## src/rtl/jtag_uart_pkg.sv

```systemverilog
// jtag_uart_pkg: shared types, constants and helpers for the JTAG UART RX deframer
package jtag_uart_pkg;

    localparam int DATA_BITS        = 8;
    localparam int DEF_CLKS_PER_BIT = 16;
    localparam int DEF_FIFO_DEPTH   = 8;

    typedef enum logic [2:0] {
        IDLE,
        START,
        DATA,
        PARITY,
        STOP,
        WAIT_IDLE
    } rx_state_t;

    // Clocks from the start edge to the middle of the start bit
    function automatic int half_bit(input int clks_per_bit);
        return clks_per_bit / 2;
    endfunction

endpackage

```

## src/rtl/jtag_uart_rx_fifo.sv

```systemverilog
// jtag_uart_rx_fifo: show-ahead byte FIFO with registered head output and drop-on-full
module jtag_uart_rx_fifo
    import jtag_uart_pkg::*;
#(
    parameter  int DEPTH = DEF_FIFO_DEPTH,
    localparam int AW    = $clog2(DEPTH)
) (
    input  logic                 clk,
    input  logic                 rst_n,
    input  logic                 push,
    input  logic [DATA_BITS-1:0] din,
    input  logic                 pop,
    output logic [DATA_BITS-1:0] dout,
    output logic                 valid,
    output logic [AW:0]          count,
    output logic                 drop
);

    logic [AW:0]          wr_q, wr_d, rd_q, rd_d;
    logic [DATA_BITS-1:0] dout_q, dout_d;
    logic [DATA_BITS-1:0] mem_q [DEPTH];
    logic                 empty, full, pop_ok, push_ok;

    // Pointer arithmetic; a pop frees the slot a simultaneous push into a full FIFO needs
    always_comb begin
        empty   = (wr_q == rd_q);
        full    = ((wr_q - rd_q) == (AW+1)'(DEPTH));
        pop_ok  = pop && !empty;
        push_ok = push && (!full || pop_ok);
        drop    = push && !push_ok;
        wr_d    = wr_q + (AW+1)'(push_ok);
        rd_d    = rd_q + (AW+1)'(pop_ok);
        dout_d  = (push_ok && (rd_d == wr_q)) ? din :
                  pop_ok                      ? mem_q[rd_d[AW-1:0]] : dout_q;
    end

    // Pointer and head-register state
    always_ff @(posedge clk or negedge rst_n) begin
        if (!rst_n) begin
            wr_q   <= '0;
            rd_q   <= '0;
            dout_q <= '0;
        end else begin
            wr_q   <= wr_d;
            rd_q   <= rd_d;
            dout_q <= dout_d;
        end
    end

    // Storage array, written only when the push is accepted
    always_ff @(posedge clk) begin
        if (push_ok) mem_q[wr_q[AW-1:0]] <= din;
    end

    assign dout  = dout_q;
    assign valid = !empty;
    assign count = wr_q - rd_q;

endmodule

```

## src/rtl/jtag_uart_rx_deframer.sv

```systemverilog
// jtag_uart_rx_deframer: 8N1 serial RX (8E1 when JTAG_UART_RX_PARITY_EN is defined) into a byte FIFO stream
module jtag_uart_rx_deframer
    import jtag_uart_pkg::*;
#(
    parameter int CLKS_PER_BIT = DEF_CLKS_PER_BIT,
    parameter int FIFO_DEPTH   = DEF_FIFO_DEPTH
) (
    input  logic                        clk,
    input  logic                        rst_n,
    input  logic                        rx_in,
    output logic [DATA_BITS-1:0]        m_data,
    output logic                        m_valid,
    input  logic                        m_ready,
    output logic [$clog2(FIFO_DEPTH):0] fifo_count,
    output logic                        frame_err,
    output logic                        overrun,
    input  logic                        clear_err
`ifdef JTAG_UART_RX_PARITY_EN
    ,
    output logic                        parity_err
`endif
);

    localparam int             CW        = $clog2(CLKS_PER_BIT);
    localparam int             BW        = $clog2(DATA_BITS);
    localparam logic [CW-1:0]  BIT_LAST  = CW'(CLKS_PER_BIT - 1);
    localparam logic [CW-1:0]  HALF_LAST = CW'(half_bit(CLKS_PER_BIT) - 1);
    localparam logic [BW-1:0]  BIT_MAX   = BW'(DATA_BITS - 1);

    rx_state_t            state_q, state_d;
    logic [1:0]           sync_q, sync_d;
    logic [CW-1:0]        cnt_q, cnt_d;
    logic [BW-1:0]        bit_q, bit_d;
    logic [DATA_BITS-1:0] shift_q, shift_d;
    logic                 frame_err_q, frame_err_d, overrun_q, overrun_d;
    logic                 rx_s, push, fe_set, drop;
`ifdef JTAG_UART_RX_PARITY_EN
    logic                 par_bad_q, par_bad_d, parity_err_q, parity_err_d, pe_set;
`endif

    assign rx_s = sync_q[1];

    // Frame FSM: mid-bit sampling, byte assembly and error detection
    always_comb begin
        state_d = state_q;
        cnt_d   = cnt_q;
        bit_d   = bit_q;
        shift_d = shift_q;
        push    = 1'b0;
        fe_set  = 1'b0;
`ifdef JTAG_UART_RX_PARITY_EN
        par_bad_d = par_bad_q;
        pe_set    = 1'b0;
`endif
        case (state_q)
            IDLE: if (!rx_s) begin
                state_d = START;
                cnt_d   = '0;
                bit_d   = '0;
`ifdef JTAG_UART_RX_PARITY_EN
                par_bad_d = 1'b0;
`endif
            end
            START: if (cnt_q == HALF_LAST) begin
                cnt_d   = '0;
                state_d = rx_s ? IDLE : DATA;
            end else cnt_d = cnt_q + CW'(1);
            DATA: if (cnt_q == BIT_LAST) begin
                cnt_d   = '0;
                shift_d = {rx_s, shift_q[DATA_BITS-1:1]};
                bit_d   = bit_q + BW'(1);
`ifdef JTAG_UART_RX_PARITY_EN
                if (bit_q == BIT_MAX) state_d = PARITY;
`else
                if (bit_q == BIT_MAX) state_d = STOP;
`endif
            end else cnt_d = cnt_q + CW'(1);
`ifdef JTAG_UART_RX_PARITY_EN
            PARITY: if (cnt_q == BIT_LAST) begin
                cnt_d     = '0;
                par_bad_d = rx_s ^ (^shift_q);
                pe_set    = rx_s ^ (^shift_q);
                state_d   = STOP;
            end else cnt_d = cnt_q + CW'(1);
`endif
            STOP: if (cnt_q == BIT_LAST) begin
                cnt_d = '0;
                if (rx_s) begin
`ifdef JTAG_UART_RX_PARITY_EN
                    push = !par_bad_q;
`else
                    push = 1'b1;
`endif
                    state_d = IDLE;
                end else begin
                    fe_set  = 1'b1;
                    state_d = WAIT_IDLE;
                end
            end else cnt_d = cnt_q + CW'(1);
            WAIT_IDLE: if (rx_s) state_d = IDLE;
            default: state_d = IDLE;
        endcase
    end

    // Synchroniser input and sticky flags; a set in the same cycle as clear_err wins
    always_comb begin
        sync_d      = {sync_q[0], rx_in};
        frame_err_d = fe_set | (frame_err_q & ~clear_err);
        overrun_d   = drop | (overrun_q & ~clear_err);
`ifdef JTAG_UART_RX_PARITY_EN
        parity_err_d = pe_set | (parity_err_q & ~clear_err);
`endif
    end

    // All control state; synchroniser presets to the idle line level
    always_ff @(posedge clk or negedge rst_n) begin
        if (!rst_n) begin
            state_q     <= IDLE;
            sync_q      <= 2'b11;
            cnt_q       <= '0;
            bit_q       <= '0;
            shift_q     <= '0;
            frame_err_q <= 1'b0;
            overrun_q   <= 1'b0;
`ifdef JTAG_UART_RX_PARITY_EN
            par_bad_q    <= 1'b0;
            parity_err_q <= 1'b0;
`endif
        end else begin
            state_q     <= state_d;
            sync_q      <= sync_d;
            cnt_q       <= cnt_d;
            bit_q       <= bit_d;
            shift_q     <= shift_d;
            frame_err_q <= frame_err_d;
            overrun_q   <= overrun_d;
`ifdef JTAG_UART_RX_PARITY_EN
            par_bad_q    <= par_bad_d;
            parity_err_q <= parity_err_d;
`endif
        end
    end

    jtag_uart_rx_fifo #(.DEPTH(FIFO_DEPTH)) u_fifo (
        .clk   (clk),
        .rst_n (rst_n),
        .push  (push),
        .din   (shift_q),
        .pop   (m_ready),
        .dout  (m_data),
        .valid (m_valid),
        .count (fifo_count),
        .drop  (drop)
    );

    assign frame_err = frame_err_q;
    assign overrun   = overrun_q;
`ifdef JTAG_UART_RX_PARITY_EN
    assign parity_err = parity_err_q;
`endif

endmodule

```

## config.mk

```make
export PLATFORM = sky130hd
export DESIGN_NAME = jtag_uart_rx_deframer
export DESIGN_NICKNAME = d
export VERILOG_FILES = /design/src/rtl/jtag_uart_pkg.sv /design/src/rtl/jtag_uart_rx_fifo.sv /design/src/rtl/jtag_uart_rx_deframer.sv
export SDC_FILE = /design/constraint.sdc
export NUM_CORES = 1
export LEC_CHECK = 0
export CAP_MARGIN = 25
export CORE_MARGIN = 2
export CORE_UTILIZATION = 45
export DETAILED_ROUTE_END_ITERATION = 12
export PLACE_DENSITY = 0.7
export SETUP_SLACK_MARGIN = 0.1
export SLEW_MARGIN = 20
export SYNTH_ARGS = -nofsm -noshare
export SYNTH_HDL_FRONTEND = slang
export SYNTH_HIERARCHICAL = 1
export SYNTH_SLANG_ARGS = --single-unit
```

## constraint.sdc

```tcl
create_clock -name clk -period 4.9 [get_ports clk]
set_clock_uncertainty 0.2 [all_clocks]
set_input_delay 0.98 -clock clk [delete_from_list [all_inputs] [get_ports clk]]
set_output_delay 0.98 -clock clk [all_outputs]
set_load 0.05 [all_outputs]
```

# == Yosys cells after proc, flatten, opt, wreduce, memory -nomap -nowiden ==
# Memories as Yosys holds them, arrays and structs flattened.
# Cells that the tools add are included.
# totals
romBits,0
latch_bits,0
elab_cells,80
ramBits,64
memories,1
register_bits,38
# mem_list
memory,words,width,read_ports,rd_clocked_by_memory_dff,wr,line_no,text
u_fifo.mem_q,8,8,1,0,1,jtag_uart_rx_fifo.sv:21,logic [DATA_BITS-1:0] mem_q [DEPTH];
# op_classes
n_mul,0
n_reduce_logical,17
muxes,26
bitwise_logic,5
n_eq_ne,16
add_sub_neg,5
n_lt_le_gt_ge,0
shift,0
n_div,0
# ops
operator,n
$mux W3,9
$mux W8,2
$pmux W3 S5,1
$mux W4,3
$ne A2 B2 Y1 const B,6
$pmux W4 S3,1
$eq A3 B3 Y1 const B,3
$add A4 B1 Y4,2
$eq A4 B4 Y1,2
$eq A4 B4 Y1 const B,2
$mux W1,8
$pmux W3 S2,1
$reduce_and A6 Y1,1
$add A4 B1 Y4 const B,1
$eq A4 B3 Y1 const B,1
$logic_and A1 B1 Y1,4
$reduce_and A2 Y1,2
$reduce_bool A2 Y1,2
$sub A4 B4 Y4,1
$add A3 B1 Y3 const B,1
$eq A3 B1 Y1 const B,1
$eq A3 B2 Y1 const B,1
$logic_not A1 Y1,3
$logic_not A3 Y1,1
8 further kinds,10

# == Longest topological paths before layout ==
# depth
depth_word,8
ltp_mapped,14

# == Cells and area by module ==
# The synthesis kept the hierarchy.
# modules_own_cells
module,area_per_inst_um2,cells_each,instances
jtag_uart_rx_fifo,3395.8,188,1
jtag_uart_rx_deframer,1097.3,93,1

# == Worst setup path before layout ==
# Ideal clock, no wire load.
# synth_path
kind,flip-flop to flip-flop
start,reg u_fifo.wr_q[0]
end,mem u_fifo.mem_q[4][0] (enable)
setup_ns,0.398
synth_period_minus_slack_ns,3.952
t_arrival_ns,3.354
n_path_buf,0
path_slack_ns,0.948
stages_incl_launch_ff,10
cell_sequence,dfrtp_1 inv_1 ha_1 inv_1 fa_1 xor2_1 nor3_1 nand2_4 o31ai_4 nor4b_1
# synth_between
elab_chain_len,7
# synth_lines
item,line_no,text
start: declaration,jtag_uart_rx_fifo.sv:19,"logic [AW:0] wr_q, wr_d, rd_q, rd_d;"
start signal: assignment,jtag_uart_rx_fifo.sv:44,wr_q <= wr_d;
$sub A4 B4 Y4,n/a,
net fifo_count[2],jtag_uart_rx_deframer.sv:14,"output logic [$clog2(FIFO_DEPTH):0] fifo_count,"
$eq A4 B4 Y1,jtag_uart_rx_fifo.sv:27,full = ((wr_q - rd_q) == (AW+1)'(DEPTH));
$logic_not A1 Y1,jtag_uart_rx_fifo.sv:29,push_ok = push && (!full || pop_ok);
$logic_or A1 B1 Y1,jtag_uart_rx_fifo.sv:29,
$logic_and A1 B1 Y1,jtag_uart_rx_fifo.sv:29,
$mux W1,jtag_uart_rx_fifo.sv:52,if (push_ok) mem_q[wr_q[AW-1:0]] <= din;
$mux W1 (not written as such),jtag_uart_rx_fifo.sv:52,
end: declaration,jtag_uart_rx_fifo.sv:21,
# The timed path passes the listed nets, and every way through them passes these cells.

# == Worst setup path in the final report ==
# layout_path
start,reg u_fifo.wr_q[1]
end,out fifo_count[3]
# layout_between
elab_chain_len,1
# layout_lines
item,line_no,text
$sub A4 B4 Y4,jtag_uart_rx_fifo.sv:57,assign count = wr_q - rd_q;
end: declaration,jtag_uart_rx_deframer.sv:14,
# Every way passes these cells.

==> results_dict.tcl <==
set metrics [dict create \
    track_usage 0.148 \
    cpMaxStageDelayCell "clkdlybuf4s50_1" \
    clock_sinks 102 \
    worst_slew_pin_slew_ps 889 \
    place_area_um2 4820 \
    fmax_mhz 251 \
    hold-path-cell-count 0 \
    maxCapViolCount 0 \
    synth-seq-cells 102 \
    fin_crit_sh 0.812 \
    path_class "flop to output port" \
    cts_root_buf "clkbuf_8" \
    floorplan.initialDensity 0.462 \
    synthFlopType "edfxtp_1" \
    netlist_instances 281 \
    num_vias 2315 \
    final_core_util 0.516 \
    grt_overflow 0 \
    ir_drop_mv 0.189 \
    grt_pass1_wl_um 12400 \
    cts_made_buffers 9 \
    antenna_cells 0 \
    rsz0062_at_grt "no" \
    drt_iter0_markers 79 \
    multi_input_area_um2 1510 \
    post_cts_buffers 0 \
    p_leak_nw 1.88 \
    cts_hold_buf 0 \
    setup_viol 0 \
    relSlewSlack 0.407 \
    routed_via_density 5.20 \
    syn_to_final_growth_pct 11.7 \
    r2r-end "u_fifo/dout[4]" \
    cp.arrival_ps 2800 \
    fillers 839 \
    clk_pin_slew_worst_paths_ps 100 \
    die_w_um 104 \
    critPathMaxStageDelay_ps 800 \
    path_cells "ha_1 -> and2b_1 -> o21ai_0 -> a21oi_1 -> nor2_1 -> clkdlybuf4s50_1" \
    place_congestion 0.764 \
    grt_pass1_vias 2394 \
    fp.coreArea_um2 9730 \
    nets 323 \
    period_needed_ps 3980 \
    syn_area_um2 4490 \
    worst_hold_path_type "flop to flop" \
    dieArea_um2 10800 \
    crit_fanout 12 \
    r2r_slack_ps 1090 \
    clock_latency_ps 360 \
    antenna_left 0 \
    synthDistinctLibCells 52 \
    startpoint_type "flop" \
    startpoint "u_fifo/wr_q[1]" \
    async_reset_ff_frac 0.373 \
    worstSetupEndpointType "output port" \
    layout_common_cells "edfxtp_1 (64), dfrtp_1 (36), nand2_1 (19), clkdlybuf4s50_1 (18), mux2_2 (17)" \
    rows 36 \
    outcome "completed" \
    ys_warn_count 6 \
    cts_tree "built" \
    synth.area.top_cells "edfxtp_1 (43%), dfrtp_1 (20%), mux4_2 (8.0%), mux2_2 (4.3%), ha_1 (2.8%)" \
    synth_area_leader_cell "edfxtp_1" \
    worstPathRequired_ps 3720 \
    finalMaxSlewViolations 0 \
    numPortBuffers 19 \
    drc 0 \
    routed_wl_um 7220 \
    wl_per_cell_um 16.2 \
    hold_violations 0 \
    worst-path-buf-inv 1 \
    holdPathEnd "sync_q[1]" \
    tns_ps 0 \
    min_from "sync_q[0]" \
    total_power_mw 1.61 \
    seq_area_um2 2880 \
    path_delay_family "buffers and inverters" \
    r2r-start "u_fifo/wr_q[0]" \
    clock_path_buffers 2 \
    fp.dieH_um 104 \
    h-tree-depth 3 \
    yosysSeqAreaShare 0.640 \
    avgSynthCellArea_um2 16.0 \
    fin_area_um2 5020 \
    reg2reg_depth 13 \
    syn_nets 297 \
    p_per_area_nw_per_um2 321 \
    synth_edf_count 64 \
    synth_top_area_frac 0.428 \
    cts_resized 0 \
    final_layout_size_suffix_gt1_frac 0.240 \
    grt_start_max_net_pins 39 \
    hpwl_um 5030 \
    final_common_cell "edfxtp_1" \
    ios 20 \
    firstDrtPassIters 4 \
    antenna_found_initial 0 \
]
==> logic make-up after synthesis <==
group,synth area share
xor+xnor,0.0212
flops,0.640
simple gates,0.0780
fa+ha+maj,0.0323
compound gates,0.0596
buf+inv,0.0262
mux,0.143
==> Yosys cell counts (all sizes together) (3+ instances only) <==
cell / number
a21oi: 3
and3: 3
buf: 9
dfrtp: 36
edfxtp: 64
ha: 10
inv: 12
mux2: 17
mux2i: 9
mux4: 16
nand2: 20
nand2b: 3
nand3: 6
nor2: 7
nor2b: 3
nor3: 5
nor4: 3
o21ai: 14
xnor2: 6
xor2: 4
==> how the worst max path moves through the flow <==
stage | slack, ps | cells after the start | to
6_report | 920 | 6 | fifo_count[3]
5_1_grt | 680 | 6 | fifo_count[3]
4_1_cts | 890 | 6 | fifo_count[3]
3_5_place_dp | 980 | 9 | u_fifo/dout[5]
3_3_place_gp | 1060 | 9 | u_fifo/dout[0]
2_1_floorplan | 950 | 9 | u_fifo/mem_q[4][0]
==> metal layers <==
metal,part of all wire,global-route usage,up-vias
li1,-,-,1117
met2,0.49,0.238,25
met5,0,0,-
met3,0.026,0.0420,8
met1,0.47,0.196,1165
met4,0.012,0.0463,0
==> per-stage QoR <==
step	setup slack, ps	cells	hold slack (ps)
floorplan	948	281	145
global placement	1060	429	149
detailed placement	978	429	149
CTS	892	445	163
global route	681	445	170
finish	919	445	162
==> flip-flops by register name, summed over array words and instances (netlist names) <==
| name | cells |
|---|---|
| u_fifo/rd_q | 4 |
| u_fifo/mem_q | 64 |
| bit_q | 3 |
| overrun | 1 |
| sync_q | 2 |
| cnt_q | 4 |
| state_q | 3 |
| frame_err | 1 |
| shift_q | 8 |
| u_fifo/wr_q | 4 |
| u_fifo/dout | 8 |
==> power by group <==
| group | switching [mW] | internal (mW) |
|---|---|---|
| Sequential | 0.0366 | 0.928 |
| Clock | 0.302 | 0.198 |
| Combinational | 0.0735 | 0.0714 |
| Total | 0.412 | 1.20 |
==> final cells by class <==
cell class,count,area share
flip-flops and latches,102,0.573
inverters,12,0.00898
clock buffers,9,0.0247
multi-input cells,156,0.300
well taps,133,0.0332
repair buffers,26,0.0474
clock inverters,7,0.0130
Power figures use the tool's default switching activity.
